**config.mk**
```make
export PLATFORM = sky130hd
export DESIGN_NAME = multdiv_ctrl_flat
export DESIGN_NICKNAME = d
export VERILOG_FILES = /design/src/rtl/multdiv_pkg.sv /design/src/rtl/multdiv_if.sv /design/src/rtl/multdiv_counter.sv /design/src/rtl/multdiv_ctrl.sv /design/src/flat_wrapper.sv
export SDC_FILE = /design/constraint.sdc
export NUM_CORES = 1
export LEC_CHECK = 0
export ABC_AREA = 1
export BUFFER_PORTS_ARGS = -buffer_cell sky130_fd_sc_hd__clkbuf_2
export CAP_MARGIN = 20
export CORE_UTILIZATION = 40
export DETAILED_ROUTE_END_ITERATION = 10
export PLACE_DENSITY = 0.73
export SETUP_SLACK_MARGIN = 0.3
export SLEW_MARGIN = 25
export SYNTH_ARGS = -nofsm -noshare
export SYNTH_HDL_FRONTEND = slang
export SYNTH_HIERARCHICAL = 1
export SYNTH_SLANG_ARGS = --single-unit
```
**constraint.sdc**
```tcl
create_clock -name clk -period 4.55 [get_ports clk]
set_clock_uncertainty 0.2 [all_clocks]
set_input_delay 0.6825 -clock clk [delete_from_list [all_inputs] [get_ports clk]]
set_output_delay 0.6825 -clock clk [all_outputs]
set_load 0.02 [all_outputs]
```
**src/rtl/multdiv_pkg.sv**
```systemverilog
// Shared definitions for the multiply/divide sequencing front-end:
// FSM state encoding, default iteration counts and data width.
package multdiv_pkg;
    localparam int DATA_W          = 32;
    localparam int MULT_CYCLES_DEF = 17;
    localparam int DIV_CYCLES_DEF  = 33;

    typedef enum logic [1:0] {
        IDLE = 2'd0,
        MULT = 2'd1,
        DIV  = 2'd2,
        DONE = 2'd3
    } state_t;
endpackage

```
**src/rtl/multdiv_if.sv**
```systemverilog
// Processor-facing request/result bundle of the multiply/divide front-end.
// master = issuing side, slave = multdiv_ctrl.
interface multdiv_if;
    import multdiv_pkg::*;

    logic              ctrl_MULT;
    logic              ctrl_DIV;
    logic [DATA_W-1:0] data_operandA;
    logic [DATA_W-1:0] data_operandB;
    logic [DATA_W-1:0] data_result;
    logic              data_exception;
    logic              data_resultRDY;
    logic              busy;

    modport master (
        output ctrl_MULT, ctrl_DIV, data_operandA, data_operandB,
        input  data_result, data_exception, data_resultRDY, busy
    );

    modport slave (
        input  ctrl_MULT, ctrl_DIV, data_operandA, data_operandB,
        output data_result, data_exception, data_resultRDY, busy
    );
endinterface

```
**src/rtl/multdiv_counter.sv**
```systemverilog
// Shared iteration counter for the Booth multiplier and restoring divider
// stages; clear has priority over enable.
module multdiv_counter
    import multdiv_pkg::*;
(
    input  logic              clk,
    input  logic              reset,
    input  logic              clear,
    input  logic              enable,
    output logic [DATA_W-1:0] count
);
    always_ff @(posedge clk) begin
        if (reset || clear) begin
            count <= '0;
        end else if (enable) begin
            count <= count + DATA_W'(1);
        end
    end
endmodule

```
**src/rtl/multdiv_ctrl.sv**
```systemverilog
// Sequencing front-end for the iterative multiply/divide unit.
// Optional macro MULTDIV_STICKY_RESULT_EN: result/exception hold the last captured value.
module multdiv_ctrl
    import multdiv_pkg::*;
#(
    parameter int MULT_CYCLES = MULT_CYCLES_DEF,
    parameter int DIV_CYCLES  = DIV_CYCLES_DEF
) (
    input  logic              clk,
    input  logic              reset,
    multdiv_if.slave          bus,
    output logic [DATA_W-1:0] count,
    output logic [DATA_W-1:0] op_a,
    output logic [DATA_W-1:0] op_b,
    input  logic [DATA_W-1:0] mult_product,
    input  logic              mult_overflow,
    input  logic [DATA_W-1:0] div_quotient
);
    state_t            state;
    logic [DATA_W-1:0] res_cap;
    logic              exc_cap;
    logic              start;
    logic              mult_term;
    logic              div_term;
    logic              cnt_en;

    assign start     = bus.ctrl_MULT | bus.ctrl_DIV;
    assign mult_term = (state == MULT) && (count == DATA_W'(MULT_CYCLES));
    assign div_term  = (state == DIV)  && (count == DATA_W'(DIV_CYCLES));
    // Count freezes on the terminal value so it holds through DONE and IDLE.
    assign cnt_en    = ((state == MULT) && !mult_term) || ((state == DIV) && !div_term);

    multdiv_counter u_counter (
        .clk    (clk),
        .reset  (reset),
        .clear  (start),
        .enable (cnt_en),
        .count  (count)
    );

    always_ff @(posedge clk) begin
        if (reset) begin
            state              <= IDLE;
            op_a               <= '0;
            op_b               <= '0;
            bus.data_result    <= '0;
            bus.data_exception <= 1'b0;
            bus.data_resultRDY <= 1'b0;
            bus.busy           <= 1'b0;
        end else begin
            // Result presentation lags the capture by one cycle (registered outputs).
            bus.data_resultRDY <= (state == DONE);
`ifdef MULTDIV_STICKY_RESULT_EN
            if (state == DONE) begin
                bus.data_result    <= res_cap;
                bus.data_exception <= exc_cap;
            end
`else
            if (state == DONE) begin
                bus.data_result    <= res_cap;
                bus.data_exception <= exc_cap;
            end else begin
                bus.data_result    <= '0;
                bus.data_exception <= 1'b0;
            end
`endif
            case (state)
                MULT: begin
                    if (mult_term) begin
                        res_cap  <= mult_product;
                        exc_cap  <= mult_overflow;
                        state    <= DONE;
                        bus.busy <= 1'b0;
                    end
                end
                DIV: begin
                    if (div_term) begin
                        res_cap  <= (op_b == '0) ? '0 : div_quotient;
                        exc_cap  <= (op_b == '0);
                        state    <= DONE;
                        bus.busy <= 1'b0;
                    end
                end
                DONE:    state <= IDLE;
                default: state <= IDLE;
            endcase
            // A start overrides whatever the current state decided, aborting any op in flight.
            if (start) begin
                op_a     <= bus.data_operandA;
                op_b     <= bus.data_operandB;
                state    <= bus.ctrl_MULT ? MULT : DIV;
                bus.busy <= 1'b1;
            end
        end
    end
endmodule

```
**src/flat_wrapper.sv**
```systemverilog
// flat-port wrapper written by rule: the top's interface ports become plain ports
module multdiv_ctrl_flat import multdiv_pkg::*;
#(
    parameter int MULT_CYCLES = MULT_CYCLES_DEF,
    parameter int DIV_CYCLES  = DIV_CYCLES_DEF
)
  (clk, reset, count, op_a, op_b, mult_product, mult_overflow, div_quotient, bus_ctrl_MULT, bus_ctrl_DIV, bus_data_operandA, bus_data_operandB, bus_data_result, bus_data_exception, bus_data_resultRDY, bus_busy);
  multdiv_if bus_i ();
  input  logic clk;
  input  logic reset;
  output logic [DATA_W-1:0] count;
  output logic [DATA_W-1:0] op_a;
  output logic [DATA_W-1:0] op_b;
  input  logic [DATA_W-1:0] mult_product;
  input  logic mult_overflow;
  input  logic [DATA_W-1:0] div_quotient;
  input wire logic [$bits(bus_i.ctrl_MULT)-1:0] bus_ctrl_MULT;
  input wire logic [$bits(bus_i.ctrl_DIV)-1:0] bus_ctrl_DIV;
  input wire logic [$bits(bus_i.data_operandA)-1:0] bus_data_operandA;
  input wire logic [$bits(bus_i.data_operandB)-1:0] bus_data_operandB;
  output wire logic [$bits(bus_i.data_result)-1:0] bus_data_result;
  output wire logic [$bits(bus_i.data_exception)-1:0] bus_data_exception;
  output wire logic [$bits(bus_i.data_resultRDY)-1:0] bus_data_resultRDY;
  output wire logic [$bits(bus_i.busy)-1:0] bus_busy;
  assign bus_i.ctrl_MULT = bus_ctrl_MULT;
  assign bus_i.ctrl_DIV = bus_ctrl_DIV;
  assign bus_i.data_operandA = bus_data_operandA;
  assign bus_i.data_operandB = bus_data_operandB;
  assign bus_data_result = bus_i.data_result;
  assign bus_data_exception = bus_i.data_exception;
  assign bus_data_resultRDY = bus_i.data_resultRDY;
  assign bus_busy = bus_i.busy;
  multdiv_ctrl #(.MULT_CYCLES(MULT_CYCLES), .DIV_CYCLES(DIV_CYCLES)) u_core (.clk(clk), .reset(reset), .bus(bus_i), .count(count), .op_a(op_a), .op_b(op_b), .mult_product(mult_product), .mult_overflow(mult_overflow), .div_quotient(div_quotient));
endmodule
```
[Word-level counts from Yosys, hierarchy flattened]
Cells that the tools add are included.
W data, S select, Z words.
Storage, ports and cells
  register bits after elaboration: 166
  latch bits: 0
  RAM bits: 0
  ROM bits: 0
  output and inout port bits: 131
  word-level logic and storage cells: 54
  memories: 0
Cells by class
  add/subtract/negate cells: 1
  multiply operators: 0
  divide/modulo/power cells: 0
  order comparisons: 0
  equality and inequality tests: 9
  shift operators: 0
  multiplexer cells: 16
  bitwise logic cells: 3
  reduce and logical (&&, ||, !) cells: 15
Operators by type and width (number)
  $mux W32: 3
  $pmux W32 S2: 1
  $add A32 B1 Y32 const B: 1
  $eq A32 B5 Y1 const B: 1
  $eq A32 B6 Y1 const B: 1
  $logic_not A32 Y1: 1
  $mux W2: 4
  $ne A3 B2 Y1 const B: 2
  $mux W1: 5
  $eq A2 B2 Y1 const B: 2
  $logic_and A1 B1 Y1: 4
  $ne A2 B1 Y1 const B: 2
  $pmux W1 S2: 2
  $pmux W2 S2: 1
  $reduce_and A4 Y1: 1
  $reduce_and A3 Y1: 1
  $reduce_bool A3 Y1: 1
  $eq A2 B1 Y1 const B: 1
  $logic_not A1 Y1: 2
  $logic_or A1 B1 Y1: 2
  $not A1 Y1: 2
  $reduce_and A2 Y1: 1
  $reduce_bool A2 Y1: 1
  $reduce_or A2 Y1: 1
  $or A1 B1 Y1: 1

[Longest topological paths before layout]
Gate-level depths: netlist (run 1).
  depth in word-level cells: 5
  depth in mapped cells: 16
  depth with buffers taken out: 16

[By module]
The synthesis (run 1) kept the hierarchy.
By module, submodules not included
  multdiv_ctrl: times used 1, cells an instance 626, area an instance 5139.9 um^2, sequential area each 3012.9 um^2
  multdiv_counter: times used 1, cells an instance 276, area an instance 1798.0 um^2, sequential area each 640.6 um^2

[Least setup slack after synthesis (run 1)]
Ideal clock, no wire load.
  path kind: reg-to-reg
  start: reg u_core.state[0]
  end: reg u_core.exc_cap (enable)
  arrival: 3.574 ns
  slack: 0.312 ns
  cell stages (with the launch flop): 8
  path buffers: 1
  cell sequence: dfxtp_1 > inv_1 > ha_1 > buf_2 > or2_2 > nand2_1 > nand2_1 > nor3_1
Between the ends
  longest elaborated chain between the ends: 4
  elaborated cells between the ends (all ways): 8
Ends and longest elaborated chain
  start, declared: RTL line multdiv_ctrl.sv:19  | state_t state;
  start signal, assigned: RTL line multdiv_ctrl.sv:91  | state <= bus.ctrl_MULT ? MULT : DIV;
  $eq A2 B1 Y1 / $eq A2 B2 Y1 (equally long branches): RTL line multdiv_ctrl.sv:28, multdiv_ctrl.sv:67, multdiv_ctrl.sv:29
  $logic_and A1 B1 Y1 (on tied branches): RTL line multdiv_ctrl.sv:28, multdiv_ctrl.sv:29
  $ne A2 B1 Y1 (no source line)
  $reduce_and A4 Y1 (no source line) (*)
  end signal, assigned: RTL line multdiv_ctrl.sv:71  | exc_cap <= mult_overflow;
  end signal, assigned: RTL line multdiv_ctrl.sv:79  | exc_cap <= (op_b == '0);
  end, declared: RTL line multdiv_ctrl.sv:21  | logic exc_cap;
Mark *: on every way between the ends. The rest lies on a longest branch, timed or not.
A chain may end at the register's enable or synchronous reset.

[Worst setup path after layout (run 1)]
  start: reg u_core.op_b[3]
  end: reg u_core.res_cap[28] (data pin)
Between the ends
  longest elaborated chain between the ends: 4
Ends and longest elaborated chain
  start, declared: RTL line multdiv_ctrl.sv:14  | output logic [DATA_W-1:0] op_b,
  start signal, assigned: RTL line multdiv_ctrl.sv:90  | op_b <= bus.data_operandB;
  $logic_not A32 Y1: RTL line multdiv_ctrl.sv:78  | res_cap <= (op_b == '0) ? '0 : div_quotient;
  $mux W32: RTL line multdiv_ctrl.sv:78
  $mux W32: RTL line multdiv_ctrl.sv:77  | if (div_term) begin
  $pmux W32 S2: RTL line multdiv_ctrl.sv:67  | case (state)
  end signal, assigned: RTL line multdiv_ctrl.sv:70  | res_cap <= mult_product;
  end signal, assigned: RTL line multdiv_ctrl.sv:78
  end, declared: RTL line multdiv_ctrl.sv:20  | logic [DATA_W-1:0] res_cap;
Every way passes these cells. The select of a mux whose other input is x is not followed.

==> results.toml, run 1 <==
[yosys]
yosysUniqueCellTypes = 34
synth.most_common_cell = "nor2_1"
async_flop_share_pct = 0
netlist_instances = 902
yosys.area.top_type_share_pct = 38.4
yosys.area.top_type = "dfxtp_1"
syn_nets = 1039
synth_edf_count = 33
synth_area_per_cell_um2 = 7.69
yosysWarnings = 6
synth_flop_cell = "dfxtp_1"
synthTopCellsByArea = "dfxtp_1 38%, edfxtp_1 14%, nor2_1 12%"
yosysSeqAreaShare_pct = 52.7
syn_area_um2 = 6940
synth_seq_cells = 166
synth_top_cells_by_count = "231 x nor2_1, 161 x nand2_1, 133 x dfxtp_1"

[worst_hold_path]
whs_endpoint = "u_core/bus.data_result[1]"
min-delay-path-class = "reg -> reg"
holdPathStages = 2
min_from = "u_core/res_cap[1]"

[floorplan]
die_x_um = 134
core_um2 = 16800
ios = 264
initial_core_util_pct = 41.4
die_h_um = 134
die_area_um2 = 17900
rows = 47

[clocking]
ctsHoldBuffers = 0
cts_tree = "done"
cts_max_level = 4
cts_sinks = 166
cts_buffer_depth = 2
clkTransAtPathRegs_ns = 0.07
cts_setup_buffers = 0
clk_latency_ns = 0.42
cts_root_buffer = "clkbuf_16"
cts_resized = 0
cts_inserted_buffers = 17

[worst_setup_path]
path_cells = "nor4_1 -> nand2_1 -> nor2_1 -> inv_1 -> nor2_4 -> o21ai_0"
critPathMaxStageDelay_ns = 0.64
path_buf_inv = 1
r2r-start = "u_core/op_b[3]"
required_ns = 4.47
crit_family = "simple AND/OR/NAND/NOR gates"
r2r_end = "u_core/res_cap[28]"
cp-end-kind = "flop"
start_kind = "flop"
ff2ff_path_depth = 6
critPathSlowestCell = "nor2_4"
cp_max_fo = 31
path_class = "reg -> reg"
cp.arrival_ns = 2.31
r2r_slack_ns = 2.16

[drt]
drt_first_iter_violations = 325
finalWirelength_mm = 18.5
routedWlPerCell_um = 13.3
ant_nets = 0
vias_per_cell = 4.65
vias = 6464
drc = 0
first_pass_iters = 4

[sta]
finalSetupTns_ns = 0
max_freq_ghz = 0.418
worst_pin_slew_ns = 0.832
rsz0062_at_grt = "no"
fin_crit_ns = 2.39
finalMaxSlewViolations = 0
final-hold-violation-count = 0
timing.final.crit_share_pct = 52.5
setup_violations = 0
fin_ws_ns = 2.16
relSlewSlack_pct = 44.4

[layout]
area.growth.synth_to_final_pct = 29.7
nFillCells = 1668
nets = 1294
layout.cells.non_filler = 1390
fin_area_um2 = 9000
antenna_cells = 0
seq_area_um2 = 3650
multi_input_area_um2 = 2750
layout-drive-gt1-share_pct = 29.1

[placed_design]
gp_congestion = 0.879
dp_hpwl_mm = 13.3
dpl-instance-area_um2 = 8450
place_ws_ns = 2.10
portBuffers = 263
numPlacedInstances = 1358

[status]
status = "finished clean"

[global_routing]
grt_use_met2_pct = 34.5
overflow = 0
grt.busiest_layer = "met2"
use_met1_pct = 24.7
grt_start_max_net_pins = 69
grt_pass1_wl_mm = 28.9
track_usage_pct = 20.5
globalRouteMet3Util_pct = 6.20
grt_pass1_vias = 5894
antenna_found_initial = 0

[power_and_ir_drop]
power_density_nw_per_um2 = 369
p_leak_nw = 4.33
peakVddDrop_v = 0.000276
power_mw = 3.32

[job]
cap_violations = 0
-- placed cells by master (no fill, tap or decap), drive strengths merged, types with 2 or more instances in the layout --
cell,instances
or2,2
nand2,167
nand4,13
edfxtp,33
clkinv,4
ha,4
inv,110
o21a,2
o21ai,105
nor3b,2
nand3,23
nor4,7
a21oi,21
clkbuf,282
buf,9
and2,2
dfxtp,133
nor2,244
nor3,3
-- area by class of cell --
class / instances / share of cell area [%]
clock buffers: 19 / 4.92
clock inverters: 13 / 1.18
inverters: 102 / 4.26
multi-input cells: 598 / 30.6
flip-flops and latches: 166 / 40.6
well taps: 220 / 3.06
repair buffers: 272 / 15.4
-- cells by family (layout without fill, tap and decap cells) --
logic type / count (synthesis) / after routing / synth area share [%]
AND/OR/NAND/NOR: 464 / 464 / 28.7
XOR/XNOR: 1 / 1 / 0.126
flip-flops: 166 / 166 / 52.7
adder cells (fa/ha/maj): 4 / 4 / 0.721
buffers and inverters: 138 / 406 / 7.86
AO/OA/AOI/OAI: 129 / 129 / 9.95
-- metrics by stage --
stage / utilization [%] / hold WS, ns
2_1_floorplan: - / 0.239
3_3_place_gp: 50.4 / 0.241
3_5_place_dp: 50.4 / 0.250
4_1_cts: 53.7 / 0.262
5_1_grt: 53.7 / 0.283
6_report: 53.7 / 0.258
-- worst max path at each step --
stage	startpoint	end	slack, ns	cells past startpoint
detailed placement	u_core/op_b[3]	u_core/res_cap[28]	2.10	6
CTS	u_core/op_b[3]	u_core/res_cap[28]	2.09	6
floorplan	u_core/state[0]	u_core/exc_cap	0.31	7
global route	u_core/state[0]	u_core/u_counter/count[13]	1.85	13
finish	u_core/op_b[3]	u_core/res_cap[28]	2.16	6
global placement	u_core/op_b[3]	u_core/res_cap[23]	2.14	6
-- state kept, by name (all words and copies together) (netlist names) --
signal	count
u_core/bus.busy	1
u_core/state	2
u_core/res_cap	32
u_core/op_b	32
u_core/u_counter/count	32
u_core/op_a	32
u_core/bus.data_result	32
u_core/exc_cap	1
u_core/bus.data_resultRDY	1
u_core/bus.data_exception	1
-- power by group --
part | switching [mW] | leakage [nW] | internal (mW)
clock network | 0.621 | 0.272 | 0.729
registers | 0.0361 | 1.39 | 1.58
logic | 0.227 | 2.67 | 0.131
total | 0.884 | 4.33 | 2.44
-- layer usage --
metal	part of all wire (%)	vias up
met4	1.6	0
met3	6.8	20
met1	42	2903
met5	0	-
li1	-	3343
met2	49	198
-- tightest hold or removal path: stages (launching register included) --
cell	delay (ns)
edfxtp_1	0.32
inv_1	0.04
nor2_1	0.08
No activity file was read; power rests on OpenSTA's default activity.
==> inputs of run 2 (changes only) <==
--- a/config.mk
+++ b/config.mk
@@ -10,7 +10,7 @@
 export CAP_MARGIN = 20
 export CORE_UTILIZATION = 40
 export DETAILED_ROUTE_END_ITERATION = 10
-export PLACE_DENSITY = 0.73
+export PLACE_DENSITY = 0.7
 export SETUP_SLACK_MARGIN = 0.3
 export SLEW_MARGIN = 25
 export SYNTH_ARGS = -nofsm -noshare
==> constraint.sdc (replaced) <==
create_clock -name clk -period 2.4 [get_ports clk]
set_clock_uncertainty 0.2 [all_clocks]
set_input_delay 0.36 -clock clk [delete_from_list [all_inputs] [get_ports clk]]
set_output_delay 0.36 -clock clk [all_outputs]
set_load 0.02 [all_outputs]
==> run 2 against run 1 <==
  * Combinational power increased by 130%
  * Sequential cell count unchanged
  * Via count up 7.0%
  * Final cell count grew 5.2%
  * Routed wire length increased by 5.7%
  * Worst hold slack worse by 0.24 ns
  * Largest power group unchanged
  * Highest routed layer is now met5
  * Register-to-register slack got worse by 1.8 ns
  * Setup slack worse by 1.8 ns
  * Critical endpoint is now u_core/res_cap[9]
==> results.toml, run 2 (synthesis gave the netlist of run 1 again) <==
[floorplan]
die_x_um = 134
rows = 47
initial_core_util_pct = 41.4
ios = 264
core_um2 = 16800
die_area_um2 = 17900
die_h_um = 134

[global_routing]
use_met1_pct = 25.5
grt_pass1_vias = 6386
overflow = 0
grt_start_max_net_pins = 69
antenna_found_initial = 1
grt.busiest_layer = "met2"
grt_pass1_wl_mm = 30.1
track_usage_pct = 21.5
grt_use_met2_pct = 35.8
globalRouteMet3Util_pct = 5.21

[layout]
layout-drive-gt1-share_pct = 32.1
antenna_cells = 0
area.growth.synth_to_final_pct = 43.7
layout_commonest_cell = "clkbuf_2"
multi_input_area_um2 = 2820
seq_area_um2 = 3700
final_cell_mix = "263 x clkbuf_2, 227 x nor2_1, 155 x nand2_1, 110 x dfxtp_1, 96 x inv_1"
fin_area_um2 = 9970
nets = 1366
nFillCells = 1482
layout.cells.non_filler = 1462

[sta]
setup_violations = 0
whs_ns = 0.0173
rsz0062_at_grt = "yes"
relSlewSlack_pct = 54.5
fin_ws_ns = 0.318
finalMaxSlewViolations = 0
timing.final.crit_share_pct = 86.7
fin_crit_ns = 2.08
max_freq_ghz = 0.480
final-hold-violation-count = 0
worst_pin_slew_ns = 0.683
finalSetupTns_ns = 0

[worst_setup_path]
required_ns = 2.33
cp-end-kind = "flop"
path_class = "reg -> reg"
critPathSlowestCell = "dfxtp_4"
crit_family = "simple AND/OR/NAND/NOR gates"
cp.arrival_ns = 2.01
critPathMaxStageDelay_ns = 0.36
path_cells = "inv_2 -> nand2_2 -> nor2_2 -> nand2_1 -> nor2_1 -> nand2_1 -> nand2_2 -> nand2_4 -> nor3_4 -> buf_12 -> clkbuf_16"
cp_max_fo = 8
start_kind = "flop"
path_buf_inv = 3

[worst_hold_path]
min-delay-path-class = "in -> reg"

[placed_design]
numPlacedInstances = 1364
portBuffers = 263
gp_congestion = 0.841
place_ws_ns = 0.187
dpl-instance-area_um2 = 8570
dp_hpwl_mm = 12.9

[drt]
drc = 0
first_pass_iters = 5
vias_per_cell = 4.73
drt_first_iter_violations = 343
vias = 6917
finalWirelength_mm = 19.5
ant_nets = 0
routedWlPerCell_um = 13.3

[clocking]
cts_max_level = 4
cts_buffer_depth = 2
clkTransAtPathRegs_ns = 0.07
cts_sinks = 166
cts_inserted_buffers = 17
clk_latency_ns = 0.42
cts_root_buffer = "clkbuf_16"
cts_tree = "done"

[job]
cap_violations = 0

[power_and_ir_drop]
pwr-share-seq_pct = 44.5
clkPwrFrac_pct = 43.3
peakVddDrop_v = 0.000496
p_leak_nw = 4.73
p_sw_mw = 1.74
power_density_nw_per_um2 = 687
internal_power_mw = 5.11
p_comb_share_pct = 12.2
p_sw_share_pct = 25.4

[status]
status = "finished clean"
[run 2: changes by cell type in the layout (fill, tap and decap cells not counted), sizes merged]
cell,delta
buf,+17
bufinv,+4
clkbuf,+1
clkinv,-2
clkinvlp,+2
dlygate4sd3,+53
inv,-3
[run 2: per-layer routing]
layer | wire, µm | vias to the layer above
li1 | - | 3493
met1 | 8140 | 3104
met2 | 9430 | 268
met3 | 1310 | 50
met4 | 618 | 2
met5 | 14 | -
[run 2: final timing paths]
path / from / depth (start not counted) / end / slack [ns]
max: u_core/u_counter/count[25] / 11 / u_core/res_cap[9] / 0.32
min: mult_product[8] / 3 / u_core/res_cap[8] / 0.02
max reg2reg: u_core/u_counter/count[25] / 11 / u_core/res_cap[9] / 0.32
min reg2reg: u_core/res_cap[10] / 2 / u_core/bus.data_result[10] / 0.26
[run 2: metrics by stage]
stage | power [mW] | utilization [%]
floorplan | 3.53 | -
global placement | 3.82 | 51.1
detailed placement | 3.83 | 51.1
CTS | 6.87 | 58.2
global route | 7.12 | 59.5
finish | 6.85 | 59.5
[run 2: area by class of cell]
| type | count | share of cell area (%) |
|---|---|---|
| sequential | 166 | 37.1 |
| multi-input combinational | 598 | 28.3 |
| timing repair buffer | 344 | 21.5 |
| clock buffer | 18 | 4.30 |
| inverter | 102 | 3.87 |
| tap | 220 | 2.76 |
| clock inverter | 14 | 2.12 |
[run 2: repair_timing]
action	4_1_cts	5_1_grt
hold buffers	53	0
cloned	0	3
hold endpoints to repair	53	0
setup endpoints to repair	18	59
resized for setup	3	39
buffers inserted	1	9
pin swaps	0	15
[run 2: power by group through the flow]
stage	registers [mW]	logic, mW	clock network (mW)
final	3.05	0.839	2.97
after global routing	3.06	0.918	3.14
after CTS	3.06	0.781	3.03
after detailed placement	3.12	0.712	0
after global placement	3.11	0.704	0
after floorplan	3.22	0.309	0
[run 2: worst register-to-register path: stages (launching register included)]
cell       delay (ns)
dfxtp_4          0.36
inv_2            0.06
nand2_2          0.05
nor2_2           0.12
nand2_1          0.07
nor2_1           0.14
nand2_1          0.08
nand2_2          0.07
nand2_4          0.10
nor3_4           0.24
buf_12           0.16
clkbuf_16        0.16
